==> config.mk <==
export PLATFORM = sky130hd
export DESIGN_NAME = spu_pcx_sched
export DESIGN_NICKNAME = d
export VERILOG_FILES = /design/src/rtl/spu_pcx_sched.sv
export SDC_FILE = /design/constraint.sdc
export NUM_CORES = 1
export LEC_CHECK = 0
export ABC_AREA = 1
export CORE_MARGIN = 4
export CORE_UTILIZATION = 46
export DETAILED_ROUTE_END_ITERATION = 8
export PLACE_DENSITY = 0.8
export SETUP_SLACK_MARGIN = 0.3
export SYNTH_ARGS = -nofsm -noshare
export SYNTH_HDL_FRONTEND = slang
export SYNTH_SLANG_ARGS = --single-unit
export TNS_END_PERCENT = 50
==> constraint.sdc <==
create_clock -name rclk -period 3.7 [get_ports rclk]
set_clock_uncertainty 0.05 [all_clocks]
set_input_delay 1.11 -clock rclk [delete_from_list [all_inputs] [get_ports rclk]]
set_output_delay 1.11 -clock rclk [all_outputs]
set_load 0.02 [all_outputs]
==> src/rtl/spu_pcx_sched.sv <==
// PCX request scheduler: arbitrates SPU load/store requesters, sequences the packet register and
// tracks LSU credits. Define SPU_PCX_RR_ARB_EN for round-robin arbitration (default: load-first).
module spu_pcx_sched #(
  parameter int unsigned MAX_LD_OUTST = 2,
  parameter int unsigned MAX_ST_OUTST = 2
) (
  input  logic       rclk,
  input  logic       reset,
  input  logic       spu_mald_req,
  input  logic       spu_mast_req,
  input  logic       lsu_spu_pcx_ack,
  input  logic       lsu_spu_ld_rtn,
  input  logic       lsu_spu_st_ack,
  output logic       spu_wen_pcx_wen,
  output logic       spu_wen_pcx_7170_sel,
  output logic       spu_pcx_req_vld,
  output logic       spu_pcx_req_st,
  output logic       spu_mald_gnt,
  output logic       spu_mast_gnt,
  output logic [2:0] spu_pcx_ld_outst,
  output logic [2:0] spu_pcx_st_outst,
  output logic       spu_pcx_idle
);

  typedef enum logic [1:0] {StIdle, StCapt, StReq} state_e;

  state_e     state_q, state_d;
  logic       req_st_q, req_st_d;
  logic [2:0] ld_outst_q, ld_outst_d;
  logic [2:0] st_outst_q, st_outst_d;
  logic       idle_q;
  logic       ld_elig, st_elig, grant, win_st, ack_taken;
  logic       ld_inc, ld_dec, st_inc, st_dec;

  assign ld_elig   = spu_mald_req && (ld_outst_q < 3'(MAX_LD_OUTST));
  assign st_elig   = spu_mast_req && (st_outst_q < 3'(MAX_ST_OUTST));
  assign grant     = (state_q == StIdle) && (ld_elig || st_elig);
  assign ack_taken = (state_q == StReq) && lsu_spu_pcx_ack;

`ifdef SPU_PCX_RR_ARB_EN
  // ptr_q = 1 gives the store side priority when both are eligible.
  logic ptr_q, ptr_d;

  assign win_st = st_elig && (!ld_elig || ptr_q);

  always_comb begin
    ptr_d = ptr_q;
    if (grant) ptr_d = ~win_st;
  end

  always_ff @(posedge rclk or posedge reset) begin
    if (reset) ptr_q <= 1'b0;
    else       ptr_q <= ptr_d;
  end
`else
  assign win_st = st_elig && !ld_elig;
`endif

  // Next state and packet type
  always_comb begin
    state_d  = state_q;
    req_st_d = req_st_q;
    unique case (state_q)
      StIdle: begin
        if (grant) begin
          state_d  = StCapt;
          req_st_d = win_st;
        end
      end
      StCapt:  state_d = StReq;
      StReq:   if (lsu_spu_pcx_ack) state_d = StIdle;
      default: state_d = StIdle;
    endcase
  end

  // A return with nothing outstanding is spurious and dropped before the sum.
  always_comb begin
    ld_inc     = ack_taken && !req_st_q;
    st_inc     = ack_taken && req_st_q;
    ld_dec     = lsu_spu_ld_rtn && (ld_outst_q != 3'd0);
    st_dec     = lsu_spu_st_ack && (st_outst_q != 3'd0);
    ld_outst_d = ld_outst_q + {2'b00, ld_inc} - {2'b00, ld_dec};
    st_outst_d = st_outst_q + {2'b00, st_inc} - {2'b00, st_dec};
  end

  always_ff @(posedge rclk or posedge reset) begin
    if (reset) begin
      state_q    <= StIdle;
      req_st_q   <= 1'b0;
      ld_outst_q <= 3'd0;
      st_outst_q <= 3'd0;
      idle_q     <= 1'b1;
    end else begin
      state_q    <= state_d;
      req_st_q   <= req_st_d;
      ld_outst_q <= ld_outst_d;
      st_outst_q <= st_outst_d;
      idle_q     <= (state_d == StIdle) && (ld_outst_d == 3'd0) && (st_outst_d == 3'd0);
    end
  end

  always_comb begin
    spu_wen_pcx_wen      = (state_q == StCapt);
    spu_wen_pcx_7170_sel = (state_q == StCapt);
    spu_pcx_req_vld      = (state_q == StReq);
    spu_pcx_req_st       = req_st_q;
    spu_mald_gnt         = (state_q == StCapt) && !req_st_q;
    spu_mast_gnt         = (state_q == StCapt) && req_st_q;
    spu_pcx_ld_outst     = ld_outst_q;
    spu_pcx_st_outst     = st_outst_q;
    spu_pcx_idle         = idle_q;
  end

endmodule
==> key figures <==
Clocking
  – Post-CTS Setup Inserts: 0
  – Worst-path clk slew: 0.07 ns
  – Worst skew pair latency: approximately 0.27 ns
  – TritonCTS clock tree: done
  – H-tree lvl count: 1
  – Max clock buf depth: 2
  – CTS resizes: 0
  – TritonCTS Sinks: 10
  – TritonCTS Buffers: 3
  – Post-CTS Hold Buffers: 0
  – Root Driver: clkbuf_4

Yosys
  – Largest area contributor in the netlist: dfrtp_1
  – Most frequent cells after synthesis: 23 x inv_1, 16 x nand2_1, 9 x dfrtp_1
  – Syn_area_per_cell: 8.12 um2
  – Post-synth EDFFs: 0
  – Most numerous cell in the Yosys netlist: inv_1
  – Top cells by area, synth: dfrtp_1 38%, inv_1 14%, ha_1 13%
  – Yosys top cell area share: a little under two fifths
  – Syn. warnings: 0
  – Mapped Area: 601 um2
  – Post-synth top flop: dfrtp_1
  – Synthesized Nets: 89
  – Async S/R FF share, synth: 100%
  – Cells after Synth: 74
  – Unique masters post-synth: 13
  – Sequential share of the synthesized area: between 40% and 50%
  – Yosys reg bits: 10

Global route
  – Largest net degree at the start of global routing: 11
  – Total GRT Usage: 15.0%
  – Vias in the first global route: about 540
  – First-pass GRT wire length: between 2 and 2.5 mm
  – Initial antenna violation count: 0
  – Gr ovfl total: 0

Detailed routing
  – DR WL met2: 646 um
  – First drt pass iteration count: 4
  – Final wirelength: ~1.3 mm
  – Vias per cell: 4.75
  – DRC errors left: 0
  – Routed Antenna Nets: 0
  – Routed wire length per instance: 11.7 um
  – 1st-iter DRT viols: 13
  – Vias: 523
  – Met1 Wirelength: about 560 um
  – Met3 routed WL: between 50 and 60 um
  – Highest metal used: met4

Final layout
  – # diodes: 0
  – Storage element area: roughly 250 um2
  – P&R area growth vs syn: 39.4%
  – Layout cells sized above 1: 6.25%
  – Final core occ: between 70% and 80%
  – Multi-input logic area: 251 um2
  – Layout net count: 112
  – Design area: 837 um2
  – Fillers: 102

Pwr
  – Comb pwr share: 60.5%
  – Switch Pwr: 358 uW
  – Total power: 791 uW
  – Peak supply drop: just under 0.0005 V
  – Int Pwr: roughly 430 uW
  – Power per cell area: 945 nW/um2
  – Pleak: 0.464 nW
  – Sw frac: between 40% and 50%
  – Flop pwr share: 27.0%
  – Clock share of power: roughly 13%

Min path
  – Hold crit path type: reg -> reg

Placement
  – Port buffer count: 19
  – Worst slack, placed: 0.480 ns
  – Final Wtd Congestion: ~0.73
  – HPWL after detailed placement: 1.03 mm
  – Cell Area, Placed: approximately 800 um2

Timing
  – Unrepaired setup endpoints after global routing: false
  – Final min period: 2.94 ns
  – Final slew viol count: 0
  – Period utilisation layout: 79.5%
  – Setup_tns: 0 ns
  – Max Freq: 340 MHz
  – Setup ws final: 0.759 ns
  – Max-slew headroom: 74.4%
  – Final hold violations: 0
  – Worst-Margin Slew: approximately 0.38 ns
  – Final setup viols: 0

Setup path
  – Crit path DAT: 3.10 ns
  – Max FO, Critical Path: 3
  – Bufs and invs on worst path: 3
  – CP max stage delay: 0.51 ns
  – Crit-path leading delay family: adder cells
  – Critical-path cell list: clkdlybuf4s50_1 -> nand3_1 -> ha_1 -> inv_1 -> ha_1 -> inv_1 -> fa_1 -> nand2_1 -> nor2_1 -> nand3_1 -> nor2_1
  – Element type at the critical path end: register
  – Worst path required time: roughly 3.9 ns
  – Crit Path Class: in -> reg
  – Critical Path Start Type: input pin
  – Slowest cell on crit path: clkdlybuf4s50_1

Run status
  – Outcome: finished clean

Floorplanning
  – Die H: 44.1 um
  – Die width: between 40 and 50 um
  – Core Region: 1170 um2
  – Num rows: 12
  – Initial core utilization: 51.3%
  – Num ports: 20
  – Die area: 1950 um2

Run
  – Max-Cap Viols: 0
flip-flops by register name, indices dropped and copies added, names as in the netlist:
signal,cells
spu_pcx_st_outst,3
state_q,2
spu_pcx_idle,1
spu_pcx_ld_outst,3
spu_pcx_req_st,1
per-layer routing:
layer / vias to the layer above / track usage, %
li1: 260 / -
met1: 244 / 17.0
met2: 16 / 25.9
met3: 3 / 2.85
met4: 0 / 9.04
met5: - / 0
final cells by class:
type,count,share of cell area [%]
flip-flops and latches,10,30.0
repair buffers,19,22.7
inverters,24,10.8
well taps,14,2.09
multi-input cells,39,30.0
clock buffers,4,4.33
final timing paths:
kind,start,to,slack (ns),cells after the start
max,lsu_spu_pcx_ack,spu_pcx_idle$_DFF_PP1_,0.76,11
min,state_q[1]$_DFF_PP0_,state_q[1]$_DFF_PP0_,0.50,2
max reg2reg,state_q[0]$_DFF_PP0_,spu_pcx_idle$_DFF_PP1_,1.42,12
min reg2reg,state_q[1]$_DFF_PP0_,state_q[1]$_DFF_PP0_,0.50,2
max in group asynchronous,reset,spu_pcx_idle$_DFF_PP1_,2.23,2
min in group asynchronous,reset,spu_pcx_req_st$_DFFE_PP0P_,1.05,2
power groups by stage:
stage                     combinational (mW)  sequential, mW  clock (mW)
final                                  0.479           0.213      0.0992
after global routing                   0.534           0.222       0.108
after CTS                              0.482           0.213       0.101
after detailed placement               0.474           0.215           0
after global placement                 0.459           0.213           0
after floorplan                        0.251           0.257           0
cells in the final DEF (no fill, tap or decap):
cell / instances
ha_1: 6
inv_2: 1
fa_1: 2
inv_1: 23
nor2_1: 6
dfrtp_1: 9
nand2_1: 16
o21ai_0: 1
or2_1: 1
clkdlybuf4s50_1: 19
dfstp_2: 1
o31a_1: 2
nand3_1: 5
clkbuf_4: 3
clkbuf_8: 1
worst min-delay path, stage by stage, from the launching register on:
cell     delay, ns
dfrtp_1       0.37
nand2_1       0.08
nand2_1       0.06
logic make-up (layout without fill, tap and decap cells):
| group | count (synthesis) | count (layout) | share of synthesized area, % |
|---|---|---|---|
| AO/OA/AOI/OAI | 3 | 3 | 3.75 |
| AND/OR/NAND/NOR | 28 | 28 | 19.0 |
| flip-flops | 10 | 10 | 41.9 |
| buffers and inverters | 25 | 47 | 16.2 |
| adder cells (fa/ha/maj) | 8 | 8 | 19.2 |
metrics by stage:
stage,cells,hold WS [ns]
CTS,110,0.487
global placement,106,0.457
finish,110,0.497
global route,110,0.540
detailed placement,106,0.469
floorplan,74,0.433
No activity file was read; power rests on OpenSTA's default activity.
